--- config.mk ---
export PLATFORM = sky130hd
export DESIGN_NAME = logic_unit_arbiter
export DESIGN_NICKNAME = d
export VERILOG_FILES = /design/src/rtl/logic_ops_pkg.sv /design/src/rtl/logic_op_unit.sv /design/src/rtl/logic_unit_arbiter.sv
export SDC_FILE = /design/constraint.sdc
export NUM_CORES = 1
export LEC_CHECK = 0
export CORE_MARGIN = 2
export CORE_UTILIZATION = 40
export CTS_BUF_LIST = sky130_fd_sc_hd__clkbuf_4
export CTS_CLUSTER_DIAMETER = 60
export DETAILED_ROUTE_END_ITERATION = 8
export PLACE_DENSITY = 0.8
export RECOVER_POWER = 25
export SLEW_MARGIN = 30
export SYNTH_ARGS = -nofsm -noshare
export SYNTH_HDL_FRONTEND = slang
export SYNTH_SLANG_ARGS = --single-unit
export TNS_END_PERCENT = 10
--- constraint.sdc ---
create_clock -name clk -period 1.6 [get_ports clk]
set_clock_uncertainty 0.05 [all_clocks]
set_input_delay 0.48 -clock clk [delete_from_list [all_inputs] [get_ports clk]]
set_output_delay 0.48 -clock clk [all_outputs]
set_load 0.005 [all_outputs]
--- src/rtl/logic_ops_pkg.sv ---
// logic_ops_pkg: opcode constants and output-stage state encoding for the shared logic unit
package logic_ops_pkg;
  localparam logic [1:0] LOGIC_AND = 2'b00;
  localparam logic [1:0] LOGIC_OR  = 2'b01;
  localparam logic [1:0] LOGIC_XOR = 2'b10;
  localparam logic [1:0] LOGIC_NOR = 2'b11;
  typedef enum logic {EMPTY = 1'b0, FULL = 1'b1} state_t;
endpackage

--- src/rtl/logic_op_unit.sv ---
// logic_op_unit: combinational bitwise AND/OR/XOR/NOR of two operands
module logic_op_unit
  import logic_ops_pkg::*;
#(
  parameter int WIDTH = 32
) (
  input  logic [1:0]       op,
  input  logic [WIDTH-1:0] a,
  input  logic [WIDTH-1:0] b,
  output logic [WIDTH-1:0] y
);
  always_comb y = op == LOGIC_AND ? (a & b) : op == LOGIC_OR ? (a | b) : op == LOGIC_XOR ? (a ^ b) : ~(a | b);
endmodule

--- src/rtl/logic_unit_arbiter.sv ---
// logic_unit_arbiter: round-robin shared logic unit with one result register; LOGIC_ARB_ZERO_FLAG_EN adds resp_zero
module logic_unit_arbiter
  import logic_ops_pkg::*;
#(
  parameter int WIDTH = 32
) (
  input  logic             clk,
  input  logic             reset,
  input  logic             req0_valid,
  output logic             req0_ready,
  input  logic [1:0]       req0_op,
  input  logic [WIDTH-1:0] req0_a,
  input  logic [WIDTH-1:0] req0_b,
  input  logic             req1_valid,
  output logic             req1_ready,
  input  logic [1:0]       req1_op,
  input  logic [WIDTH-1:0] req1_a,
  input  logic [WIDTH-1:0] req1_b,
  output logic             resp_valid,
  input  logic             resp_ready,
  output logic             resp_id,
  output logic [WIDTH-1:0] resp_data
`ifdef LOGIC_ARB_ZERO_FLAG_EN
  ,
  output logic             resp_zero
`endif
);
  state_t           state;
  logic             rr_ptr;
  logic             can_accept;
  logic             grant0;
  logic             grant1;
  logic             xfer;
  logic [1:0]       op;
  logic [WIDTH-1:0] a;
  logic [WIDTH-1:0] b;
  logic [WIDTH-1:0] y;
  always_comb begin
    can_accept = state == EMPTY || resp_ready;
    grant0     = req0_valid && (!req1_valid || !rr_ptr);
    grant1     = req1_valid && (!req0_valid || rr_ptr);
    req0_ready = grant0 && can_accept && !reset;
    req1_ready = grant1 && can_accept && !reset;
    xfer       = req0_ready || req1_ready;
    op         = grant1 ? req1_op : req0_op;
    a          = grant1 ? req1_a : req0_a;
    b          = grant1 ? req1_b : req0_b;
    resp_valid = state == FULL;
  end
  logic_op_unit #(.WIDTH(WIDTH)) u_op (
    .op(op),
    .a (a),
    .b (b),
    .y (y)
  );
  always_ff @(posedge clk) begin
    if (reset) begin
      state     <= EMPTY;
      rr_ptr    <= 1'b0;
      resp_id   <= 1'b0;
      resp_data <= '0;
`ifdef LOGIC_ARB_ZERO_FLAG_EN
      resp_zero <= 1'b0;
`endif
    end else if (xfer) begin
      state     <= FULL;
      rr_ptr    <= ~grant1;
      resp_id   <= grant1;
      resp_data <= y;
`ifdef LOGIC_ARB_ZERO_FLAG_EN
      resp_zero <= y == '0;
`endif
    end else if (resp_ready) begin
      state <= EMPTY;
    end
  end
endmodule

# Word level (Yosys, flattened, before mapping)
# Index checks and enable logic that the tools add are counted.
[word_totals] register_bits=35 in_bits=137 elab_cells=36
[op_classes] eq_ne=2 n_mux=8 n_bitwise=6 reduce_logical=16
[ops] operator="2-to-1 mux 32 bit" count=5
[ops] operator="bitwise AND 32 bit" count=1
[ops] operator="inverter 32 bit" count=1
[ops] operator="bitwise OR 32 bit" count=1
[ops] operator="XOR 32 bit" count=1
[ops] operator="logical AND 1 bit" count=6
[ops] operator="zero test 1 bit" count=4
[ops] operator="logical OR 1 bit" count=4
[ops] operator="equality test 2 x 1 -> 1 bit (second input constant)" count=1
[ops] operator="equality test 2 bit (second input constant)" count=1
[ops] operator="zero test 2 bit" count=1
[ops] operator="2-to-1 mux 1 bit" count=2
[ops] operator="2-to-1 mux 2 bit" count=1
[ops] operator="inverter 1 bit" count=2
[ops] operator="nonzero test 2 bit" count=1

# Depth between registers and ports, before layout
[depth] depth_word=9 mapped_depth=7

# By module
# Synthesis repeated with hierarchy kept, for this count alone.
[unflattened] cells_unflattened=476 area_unflattened_um2=4783.3
[by_module_without_submodules] module="logic_unit_arbiter" n_inst=1 cells_each=244 area_per_inst_um2=2397.3 seq_area_each_um2=700.7
[by_module_without_submodules] module="logic_op_unit" n_inst=1 cells_each=232 area_per_inst_um2=2386.0 seq_area_each_um2=0.0

# Least setup slack after synthesis
# Ideal clock, no wire load.
[synth_path] kind="input to output" start="input req0_valid" end="output req1_ready" arrival_time_ns=1.170 path_slack_ns=-0.100 stages=5 cell_sequence="nand2b_1 -> buf_6 -> and2_1 -> buf_2 -> nor3b_1"
[synth_via] elab_chain_cells=5
[synth_lines] item="start: declaration" line_no="logic_unit_arbiter.sv:9" rtl="input logic req0_valid,"
[synth_lines] item="zero test 1 bit" line_no="logic_unit_arbiter.sv:41" rtl="grant1 = req1_valid && (!req0_valid || rr_ptr);"
[synth_lines] item="logical OR 1 bit" line_no="logic_unit_arbiter.sv:41"
[synth_lines] item="logical AND 1 bit" line_no="logic_unit_arbiter.sv:41"
[synth_lines] item="logical AND 1 bit (2 in a row)" line_no="logic_unit_arbiter.sv:43" rtl="req1_ready = grant1 && can_accept && !reset;"
[synth_lines] item="end: declaration" line_no="logic_unit_arbiter.sv:15" rtl="output logic req1_ready,"
# Every way passes these cells.

# Worst setup path in the final report
# Same ends and word-level chain as after synthesis.

==> qor.csv <==
stage,metric,value,unit
outcome,status,"finished, violations left",
outcome,failing checks,negative setup slack,
yosys,post-synthesis register bit count,35,
floorplan,I/O Pins,173,
routing,drc violations,0,
routing,Pre-Repair DR Iteration Count,4,
floorplan,Initial Util,0.415,
yosys,dominant cell type by area after synthesis,dfxtp_1,
placement,placed cells,739,
clock_tree,Num CTS Buffers,5,
placement,GPL Wtd Cong,0.868,
timing,crit share post-route,1.15,
grt,M2 GR Usage,0.472,
power_and_ir_drop,peak supply drop,0.000324,V
floorplan,Die X,102,µm
power_and_ir_drop,Net Switching,0.00117,W
clock_tree,clock latency on the worst-skew pair,0.35,ns
final_layout,Syn-to-layout area delta,57.4,%
grt,first-pass GRT wire length,22.4,mm
final_layout,layout cell share with drive strength beyond 1,0.189,
timing,"Slew Viols, Final",0,
final_layout,nets,767,
routing,1st-iter DRT viols,188,
routing,antenna-violating nets left,0,
timing,post-layout min period,1.83,ns
grt,largest net degree at the start of global routing,34,
floorplan,core area,9280,µm²
worst_setup_path,Worst Path Required,1.07,ns
power_and_ir_drop,clock network power share,0.198,
clock_tree,"CTS clk-pin slew, worst paths",0.12,ns
worst_setup_path,CP Capture Type,output port,
clock_tree,CTS tree,done,
grt,met1 Track Usage GR,0.303,
routing,vias per inst,6.32,
timing,Final Setup Violations,35,
clock_tree,H-tree levels,2,
routing,post-DR wirelength/cell,18.9,µm
floorplan,die height,102,µm
routing,WL final,14.4,mm
yosys,Yosys top cell area share,0.182,
power_and_ir_drop,Logic pwr share,0.491,
hold_path,Hold Crit Class,reg -> reg,
timing,final hold viol count,0,
timing,Slew HR,0.770,
grt,All-Layer GR Usage,0.267,
power_and_ir_drop,sequential power share,0.311,
final_layout,fill count,764,
worst_setup_path,kind of critical path,in -> out,
power_and_ir_drop,Internal,0.00218,W
grt,initial antenna violation count,0,
yosys,Post-Syn Area,3850,µm²
clock_tree,deepest clock path buffer count,2,
clock_tree,CTS Sinks,35,
routing,Vias,4812,
timing,unrepaired setup endpoints after global routing,true,
placement,post-DP HPWL,10.2,mm
yosys,largest cells by area after synthesis,"dfxtp_1 18%, xor2_1 15%, o21ai_0 12%",
clock_tree,hold buffers post-CTS,0,
yosys,Yosys cell types,26,
worst_setup_path,CP Max Fanout,3,
yosys,register area share after synthesis,0.182,
yosys,syn nets,592,
timing,Fmax achieved,545,MHz
final_layout,Finished Layout Cells,761,
run,Max Cap Violations,0,
power_and_ir_drop,pwr dens,552,nW/µm²
placement,placed cell areas,5860,µm²
floorplan,FP Rows,35,
grt,busiest grt layer,met2,
placement,port bufs,172,
yosys,Ys Warns,0,
yosys,Syn Inst Count,455,
grt,vias in the first global route,4882,
timing,Final WS setup,-0.234,ns
worst_setup_path,startpoint types,primary input,
grt,grt ovf,0,
yosys,synthesized area per cell,8.46,µm²
timing,worst-margin pin slew,0.341,ns
power_and_ir_drop,P_leak,2.18,nW
worst_setup_path,CP arrival,1.30,ns
timing,Hold WS,0.424,ns
floorplan,die area,10400,µm²
final_layout,final instance area,6060,µm²
power_and_ir_drop,Net Sw Frac,0.348,
grt,met3 global-route usage,0.0527,
clock_tree,Root Driver,clkbuf_4,
## synth_stat cells (all sizes together)
master   count
a21oi        3
o21bai       1
and2         1
nand2b       3
a32oi       32
nor3         3
buf         26
nor2b        1
o21ai       96
dfxtp       35
o221ai      32
clkbuf      20
and3b        1
nor2         4
xor2        64
a32o        32
nand2       34
nor3b        1
o2111ai     32
a21boi      33
and3         1
## critical path, cell delays in order
cell	delay, ns
clkdlybuf4s15_1	0.24
nand2b_4	0.11
and2_4	0.14
nor3b_4	0.19
buf_2	0.14
## power groups by stage
| stage | clock [W] | sequential (W) | combinational [W] |
|---|---|---|---|
| floorplan | 0 | 0.00105 | 0.000759 |
| global placement | 0 | 0.00105 | 0.00158 |
| detailed placement | 0 | 0.00105 | 0.00163 |
| CTS | 0.000672 | 0.00104 | 0.00161 |
| global route | 0.000708 | 0.00105 | 0.00177 |
| finish | 0.000663 | 0.00104 | 0.00164 |
## worst paths after layout
| path | to | cells past startpoint | slack [ns] | start |
|---|---|---|---|---|
| hold reg to reg | resp_data[27] | 1 | 0.42 | resp_data[27] |
| hold / removal | resp_data[27] | 1 | 0.42 | resp_data[27] |
| setup reg to reg | resp_id | 12 | -0.16 | rr_ptr |
| setup / recovery | req1_ready | 5 | -0.23 | req0_valid |
## per-layer routing
metal	routed length [µm]	up-vias
met5	0	-
met4	518	0
met1	5650	2262
li1	-	2222
met3	1250	48
met2	7010	280
## cell type report
class,count,area (µm²),share of cell area
Sequential cell,35,729,0.120
Clock inverter,3,38.8,0.00640
Clock buffer,5,37.5,0.00619
Multi-Input combinational cell,374,2950,0.486
Tap cell,129,161,0.0266
Timing Repair Buffer,214,2150,0.354
Antenna cell,1,2.50,0.000413
## flip-flops by register name (all words and copies together) (netlist names)
register	cells
resp_data	32
resp_id	1
resp_valid	1
rr_ptr	1
## logic make-up after synthesis
kind of cell	count (synthesis)	share of synthesized area
AO/OA/AOI/OAI	261	0.545
XOR/XNOR	64	0.146
buffers and inverters	46	0.0708
flip-flops	35	0.182
AND/OR/NAND/NOR	49	0.0562
## timing repair
item | in CTS | in global routing
resized for setup | 86 | 5
pin swaps | 2 | 4
hold endpoints to repair | 0 | 0
endpoints found under the setup margin | 68 | 35
buffers inserted | 10 | 3
## cell usage in the layout, fill, tap and decap left out, drive strengths merged
cell type	synthesis	layout
a21boi	33	33
and3	1	1
o21bai	1	1
a32oi	32	32
bufinv	0	1
buf	26	47
nor3b	1	1
clkinv	0	2
o21ai	96	96
nand2	34	34
o221ai	32	32
xor2	64	64
and3b	1	1
clkdlybuf4s15	0	2
nor3	3	3
dlygate4sd2	0	35
nor2b	1	1
clkbuf	20	5
a32o	32	32
diode	0	1
a21oi	3	3
and2	1	1
o2111ai	32	32
nand2b	3	3
nor2	4	4
dfxtp	35	35
clkdlybuf4s50	0	130
## stage by stage
step / power, W / util / setup slack [ns] / setup TNS [ns]
finish: 0.00335 / 0.653 / -0.234 / -3.27
global route: 0.00353 / 0.653 / -0.293 / -5.02
CTS: 0.00332 / 0.649 / -0.199 / -0.516
detailed placement: 0.00268 / 0.631 / -0.846 / -24.01
global placement: 0.00263 / 0.631 / -0.813 / -23.14
floorplan: 0.00181 / - / -0.0224 / -0.673
Power figures use the tool's default switching activity.
